## config.mk

```make
export PLATFORM = sky130hd
export DESIGN_NAME = alu_operand_sequencer
export DESIGN_NICKNAME = d
export VERILOG_FILES = /design/src/rtl/alu_operand_sequencer.sv
export SDC_FILE = /design/constraint.sdc
export NUM_CORES = 1
export LEC_CHECK = 0
export ABC_AREA = 1
export CORE_MARGIN = 2
export CORE_UTILIZATION = 55
export DETAILED_ROUTE_END_ITERATION = 6
export DONT_BUFFER_PORTS = 1
export PLACE_DENSITY = 0.7
export SLEW_MARGIN = 40
export SYNTH_ARGS = -nofsm -noshare
export SYNTH_HDL_FRONTEND = slang
export SYNTH_SLANG_ARGS = --single-unit
export TNS_END_PERCENT = 20
```

## constraint.sdc

```tcl
create_clock -name clk -period 4.5 [get_ports clk]
set_input_delay 0.9 -clock clk [delete_from_list [all_inputs] [get_ports clk]]
set_output_delay 0.9 -clock clk [all_outputs]
set_load 0.03 [all_outputs]
```

## src/rtl/alu_operand_sequencer.sv

```systemverilog
// Operand sequencer in front of the ALU: fetches rs1/rs2 through one register-file
// read port, drives ALU microcode and operands, and hands the latched result to writeback.

package alu_operand_sequencer_pkg;
    typedef logic [3:0] alu_microcode_t;

    localparam alu_microcode_t ALU_MICROCODE_ADD  = 4'd0;
    localparam alu_microcode_t ALU_MICROCODE_SUB  = 4'd1;
    localparam alu_microcode_t ALU_MICROCODE_SLL  = 4'd2;
    localparam alu_microcode_t ALU_MICROCODE_SLT  = 4'd3;
    localparam alu_microcode_t ALU_MICROCODE_SLTU = 4'd4;
    localparam alu_microcode_t ALU_MICROCODE_XOR  = 4'd5;
    localparam alu_microcode_t ALU_MICROCODE_SRL  = 4'd6;
    localparam alu_microcode_t ALU_MICROCODE_SRA  = 4'd7;
    localparam alu_microcode_t ALU_MICROCODE_OR   = 4'd8;
    localparam alu_microcode_t ALU_MICROCODE_AND  = 4'd9;
    localparam alu_microcode_t ALU_MICROCODE_BEQ  = 4'd10;
    localparam alu_microcode_t ALU_MICROCODE_BNE  = 4'd11;
    localparam alu_microcode_t ALU_MICROCODE_BLT  = 4'd12;
    localparam alu_microcode_t ALU_MICROCODE_BGE  = 4'd13;
    localparam alu_microcode_t ALU_MICROCODE_BLTU = 4'd14;
    localparam alu_microcode_t ALU_MICROCODE_BGEU = 4'd15;
endpackage

module alu_operand_sequencer
    import alu_operand_sequencer_pkg::*;
#(
    parameter int unsigned REG_ADDR_BITS = 5
) (
    input  logic                     clk,
    input  logic                     reset,
    input  logic                     start_valid,
    output logic                     start_ready,
    input  logic [6:0]               opcode,
    input  logic [2:0]               funct3,
    input  logic                     funct7_5,
    input  logic [REG_ADDR_BITS-1:0] rs1_addr,
    input  logic [REG_ADDR_BITS-1:0] rs2_addr,
    input  logic [31:0]              imm,
    output logic [REG_ADDR_BITS-1:0] rf_read_addr,
    input  logic [31:0]              rf_read_data,
    output alu_microcode_t           alu_microcode,
    output logic [31:0]              alu_in_a,
    output logic [31:0]              alu_in_b,
    input  logic [31:0]              alu_out,
    output logic                     result_valid,
    input  logic                     result_ready,
    output logic [31:0]              result,
    output logic                     branch_taken,
    output logic                     illegal
);

    localparam logic [6:0] OPC_OP     = 7'b0110011;
    localparam logic [6:0] OPC_OPIMM  = 7'b0010011;
    localparam logic [6:0] OPC_BRANCH = 7'b1100011;

    typedef enum logic [2:0] {
        S_IDLE,
        S_READ_A,
        S_READ_B,
        S_EXEC,
        S_DONE
    } state_t;

    // Returns {legal, microcode}; shared by the accept-time legality check and the latched decode.
    function automatic logic [4:0] decode(input logic [6:0] op, input logic [2:0] f3, input logic f75);
        logic           legal;
        alu_microcode_t code;
        legal = 1'b1;
        code  = ALU_MICROCODE_ADD;
        case (op)
            OPC_OP, OPC_OPIMM: begin
                case (f3)
                    3'b000:  code = (op == OPC_OP && f75) ? ALU_MICROCODE_SUB : ALU_MICROCODE_ADD;
                    3'b001:  code = ALU_MICROCODE_SLL;
                    3'b010:  code = ALU_MICROCODE_SLT;
                    3'b011:  code = ALU_MICROCODE_SLTU;
                    3'b100:  code = ALU_MICROCODE_XOR;
                    3'b101:  code = f75 ? ALU_MICROCODE_SRA : ALU_MICROCODE_SRL;
                    3'b110:  code = ALU_MICROCODE_OR;
                    default: code = ALU_MICROCODE_AND;
                endcase
                if (op == OPC_OP && f75 && f3 != 3'b000 && f3 != 3'b101)
                    legal = 1'b0;
                if (op == OPC_OPIMM && f3 == 3'b001 && f75)
                    legal = 1'b0;
            end
            OPC_BRANCH: begin
                case (f3)
                    3'b000:  code = ALU_MICROCODE_BEQ;
                    3'b001:  code = ALU_MICROCODE_BNE;
                    3'b100:  code = ALU_MICROCODE_BLT;
                    3'b101:  code = ALU_MICROCODE_BGE;
                    3'b110:  code = ALU_MICROCODE_BLTU;
                    3'b111:  code = ALU_MICROCODE_BGEU;
                    default: legal = 1'b0;
                endcase
            end
            default: legal = 1'b0;
        endcase
        return {legal, code};
    endfunction

    state_t                   r_state;
    state_t                   w_state_next;
    logic [6:0]               r_opcode;
    logic [2:0]               r_funct3;
    logic                     r_funct7_5;
    logic [REG_ADDR_BITS-1:0] r_rs1;
    logic [REG_ADDR_BITS-1:0] r_rs2;
    logic [31:0]              r_a;
    logic [31:0]              r_b;
    logic [31:0]              r_result;
    logic                     r_branch_taken;
    logic                     r_illegal;
    logic [4:0]               w_in_dec;
    logic [4:0]               w_lat_dec;
    logic                     w_is_branch;

    assign w_in_dec      = decode(opcode, funct3, funct7_5);
    assign w_lat_dec     = decode(r_opcode, r_funct3, r_funct7_5);
    assign w_is_branch   = (r_opcode == OPC_BRANCH);

    assign alu_microcode = w_lat_dec[3:0];
    assign alu_in_a      = r_a;
    assign alu_in_b      = r_b;
    assign result        = r_result;
    assign branch_taken  = r_branch_taken;
    assign illegal       = r_illegal;
    assign result_valid  = (r_state == S_DONE);

    always_ff @(posedge clk or posedge reset) begin
        if (reset)
            r_state <= S_IDLE;
        else
            r_state <= w_state_next;
    end

    always_comb begin
        w_state_next = r_state;
        start_ready  = 1'b0;
        rf_read_addr = '0;
        case (r_state)
            S_IDLE: begin
                start_ready = 1'b1;
                if (start_valid)
                    w_state_next = w_in_dec[4] ? S_READ_A : S_DONE;
            end
            S_READ_A: begin
                rf_read_addr = r_rs1;
                w_state_next = (r_opcode == OPC_OPIMM) ? S_EXEC : S_READ_B;
            end
            S_READ_B: begin
                rf_read_addr = r_rs2;
                w_state_next = S_EXEC;
            end
            S_EXEC:  w_state_next = S_DONE;
            S_DONE:  if (result_ready) w_state_next = S_IDLE;
            default: w_state_next = S_IDLE;
        endcase
    end

    always_ff @(posedge clk or posedge reset) begin
        if (reset) begin
            r_opcode       <= '0;
            r_funct3       <= '0;
            r_funct7_5     <= 1'b0;
            r_rs1          <= '0;
            r_rs2          <= '0;
            r_a            <= '0;
            r_b            <= '0;
            r_result       <= '0;
            r_branch_taken <= 1'b0;
            r_illegal      <= 1'b0;
        end else begin
            case (r_state)
                S_IDLE: begin
                    if (start_valid) begin
                        r_opcode       <= opcode;
                        r_funct3       <= funct3;
                        r_funct7_5     <= funct7_5;
                        r_rs1          <= rs1_addr;
                        r_rs2          <= rs2_addr;
                        r_branch_taken <= 1'b0;
                        if (!w_in_dec[4]) begin
                            r_result  <= '0;
                            r_illegal <= 1'b1;
                        end else begin
                            r_illegal <= 1'b0;
                            // OP-IMM never visits READ_B, so the immediate is loaded into B here.
                            if (opcode == OPC_OPIMM)
                                r_b <= imm;
                        end
                    end
                end
                S_READ_A: r_a <= (r_rs1 == '0) ? '0 : rf_read_data;
                S_READ_B: r_b <= (r_rs2 == '0) ? '0 : rf_read_data;
                S_EXEC: begin
                    r_result       <= alu_out;
                    r_branch_taken <= alu_out[0] & w_is_branch;
                end
                default: ;
            endcase
        end
    end

endmodule

```

==> impl_metrics.py <==
metrics = {
    "sta": {
        "fmax_ghz": 0.2765,
        "skew_ns": 0.009052,
        "hold_viol": 0,
        "tightest_slew_ns": 0.8055,
        "slew_viol_final": 0,
        "finalSetupViolCount": 0,
        "tns_ns": 0,
        "period_needed_ns": 3.616,
        "finalCritPeriodShare": 0.8036,
        "rsz0062_at_grt": "no",
        "fin_hold_ws_ns": 0.3442,
        "slew_headroom": 0.4624,
    },
    "route": {
        "drt-vias-per-instance": 5.670,
        "ant_nets": 0,
        "wire_per_inst_um": 17.40,
        "vias": 4666,
        "drtIter0Drc": 413,
        "drc": 0,
        "drtPass1Iterations": 5,
        "drt_wl_total_um": 14320,
    },
    "critical_path": {
        "crit_chain": "nor2_2 -> nand2_2 -> inv_2 -> nand2_1 -> o21ai_0 -> buf_4",
        "crit_path_end_kind": "output pin",
        "crit_required_ns": 3.60,
        "slowest_stage": "inv_2",
        "reg2reg_slack_ns": 1.74,
        "critPathMaxFanout": 37,
        "cp_data_arrival_time_ns": 2.72,
        "cpPeakStageDelay_ns": 0.70,
        "cp_num_buf_inv": 2,
        "cpLargestDelayFamily": "buffers and inverters",
        "r2r_cells": 7,
        "critPathLaunchType": "flip-flop",
        "crit_cells": 6,
        "worst-setup-path-type": "reg2out",
    },
    "synthesis": {
        "postSynthAreaPerCell_sq_um": 7.988,
        "synth_fp_nets": 805,
        "ys_seq_elements": 122,
        "synth_seq_area_share": 0.5587,
        "syn_area_sq_um": 5464,
        "synth.distinct_cells": 25,
        "synth_cells": 684,
        "ys_warn_count": 0,
    },
    "die": {
        "row_count": 36,
        "die-area_sq_um": 10750,
        "die_h_um": 103.7,
        "core_sq_um": 9729,
        "start_util": 0.5616,
        "io_pins": 230,
        "die_x_um": 103.7,
    },
    "place": {
        "hpwl_um": 9626,
        "dp.cells": 791,
        "dpl_cell_area_sq_um": 5585,
        "io_buffers": 0,
        "place_congestion": 0.8711,
    },
    "cts": {
        "cts_buffers": 17,
        "clock_latency_ns": 0.53,
        "cts-hold-fix-buffers": 0,
        "cts_max_level": 4,
        "root_buffer": "clkbuf_8",
        "post-cts-setup-buffer-count": 0,
        "cts_sinks": 122,
        "cts_tree": "built",
        "clock_path_buffers": 2,
        "path_clk_slew_ns": 0.06,
        "post_cts_resized": 0,
    },
    "final_layout": {
        "drive_above_1_share": 0.09420,
        "layout.cells.non_filler": 823,
        "fin_area_sq_um": 6208,
        "num_antenna_cells": 0,
        "final_core_util": 0.6381,
        "final_nets": 798,
        "syn2layout_area_growth_pct": 13.62,
        "fill_cells": 834,
    },
    "global_route": {
        "grt_pass1_vias": 4702,
        "antenna_found_initial": 0,
        "grt_max_degree": 67,
        "grt_pass1_wl_um": 23580,
        "grt-ovfl-total": 0,
        "grtUsageTotal": 0.2783,
    },
    "power_and_ir_drop": {
        "p_leak_nw": 3.340,
        "powerDensity_nw_per_um2": 698.9,
        "peakVddDrop_mv": 0.3177,
    },
    "job": {
        "cap_violations": 0,
    },
    "status": {
        "run_status": "finished clean",
    },
    "min_path": {
        "hp-class": "in2async",
    },
}
[final timing paths]
kind,endpoint,from
setup / recovery,rf_read_addr[1],r_state[2]
hold / removal,result[16],reset
setup reg to reg,alu_in_b[5],r_state[2]
hold reg to reg,r_opcode[2],r_opcode[2]
max in group asynchronous,alu_in_a[11],reset
min in group clk,result[12],alu_out[12]
[worst reg2reg max path, delay by kind of cell (launching register included)]
kind	cells	cell delay, ns
AND/OR/NAND/NOR	6	2.05
flip-flops	1	0.46
buffers and inverters	1	0.19
[placed cells by master, fill, tap and decap left out]
master	n
nor2_1	17
inv_6	2
clkinvlp_4	4
buf_4	9
clkinv_2	2
inv_4	1
o211ai_1	1
nand3_2	1
nor2_2	1
nand2_2	3
nor3_2	1
inv_2	5
a21oi_2	1
nor3_1	4
clkbuf_8	2
a21oi_1	10
mux2_2	6
o31ai_1	1
o22ai_1	2
o21ai_0	10
nor3_4	2
inv_1	22
bufinv_16	4
dfrtp_1	122
buf_12	1
clkinv_4	2
o21ai_1	8
nand3_1	104
buf_6	2
clkbuf_16	16
a21boi_0	1
nand4_1	1
nand2_1	322
[power by group]
part | total, W | internal, W | switching, W
clock network | 0.00142 | 0.000916 | 0.000504
registers | 0.00221 | 0.00143 | 0.000773
logic | 0.000712 | 0.000225 | 0.000488
[layer usage]
layer  GRT usage  vias up  part of all wire
li1            -     2156                 -
met1      0.3228     2213              0.37
met3      0.1038       42              0.10
met2      0.4617      255              0.50
met5           0        -                 0
met4      0.1255        0             0.027
[logic make-up (layout without fill, tap and decap cells)]
kind of cell,count (synthesis),after routing,synth area share
and+or+nand+nor,456,456,0.3449
DFF,122,122,0.5587
buffers and inverters,66,72,0.05038
AOI/OAI and AO/OA,34,34,0.03366
muxes,6,6,0.01236
[state kept, by name, summed over array words and instances (netlist names)]
signal / count
alu_in_a: 32
alu_in_b: 32
branch_taken: 1
illegal: 1
r_funct3: 3
r_funct7_5: 1
r_opcode: 7
r_rs1: 5
r_rs2: 5
r_state: 3
result: 32
[cell type report]
| class | instances | area, sq um | share of cell area |
|---|---|---|---|
| clock buffer | 18 | 427.9 | 0.06892 |
| clock inverter | 14 | 195.2 | 0.03144 |
| inverter | 28 | 107.6 | 0.01733 |
| multi-input combinational | 496 | 2148 | 0.3460 |
| sequential | 122 | 3053 | 0.4917 |
| tap | 133 | 166.4 | 0.02680 |
| timing repair buffer | 12 | 110.1 | 0.01773 |
[cell usage after synthesis]
cell | count | area share
inv_1 | 23 | 0.016
nor2_1 | 17 | 0.012
buf_2 | 13 | 0.012
o21ai_1 | 5 | 0.0046
nand4_1 | 1 | 0.0011
a21oi_1 | 10 | 0.0092
a21oi_2 | 1 | 0.0016
nand2_2 | 3 | 0.0034
mux2_2 | 6 | 0.012
buf_1 | 3 | 0.0021
inv_2 | 5 | 0.0034
buf_4 | 3 | 0.0041
nor3_1 | 4 | 0.0037
clkbuf_1 | 19 | 0.013
dfrtp_1 | 122 | 0.56
o21ai_0 | 13 | 0.012
nor2_2 | 1 | 0.0011
o22ai_1 | 2 | 0.0023
nand2_1 | 322 | 0.22
o211ai_1 | 1 | 0.0014
nor3_2 | 3 | 0.0055
nand3_1 | 104 | 0.095
o31ai_1 | 1 | 0.0014
a21boi_0 | 1 | 0.0014
nand3_2 | 1 | 0.0018
[per-stage QoR]
stage | total power, W | setup WS [ns]
after floorplan | 0.002728 | 0.3575
after global placement | 0.002887 | 1.469
after detailed placement | 0.002934 | 1.388
after CTS | 0.004367 | 0.8203
after global routing | 0.004565 | 0.6205
final | 0.004339 | 0.8840
Note: power is estimated with default switching activity, not from simulation.
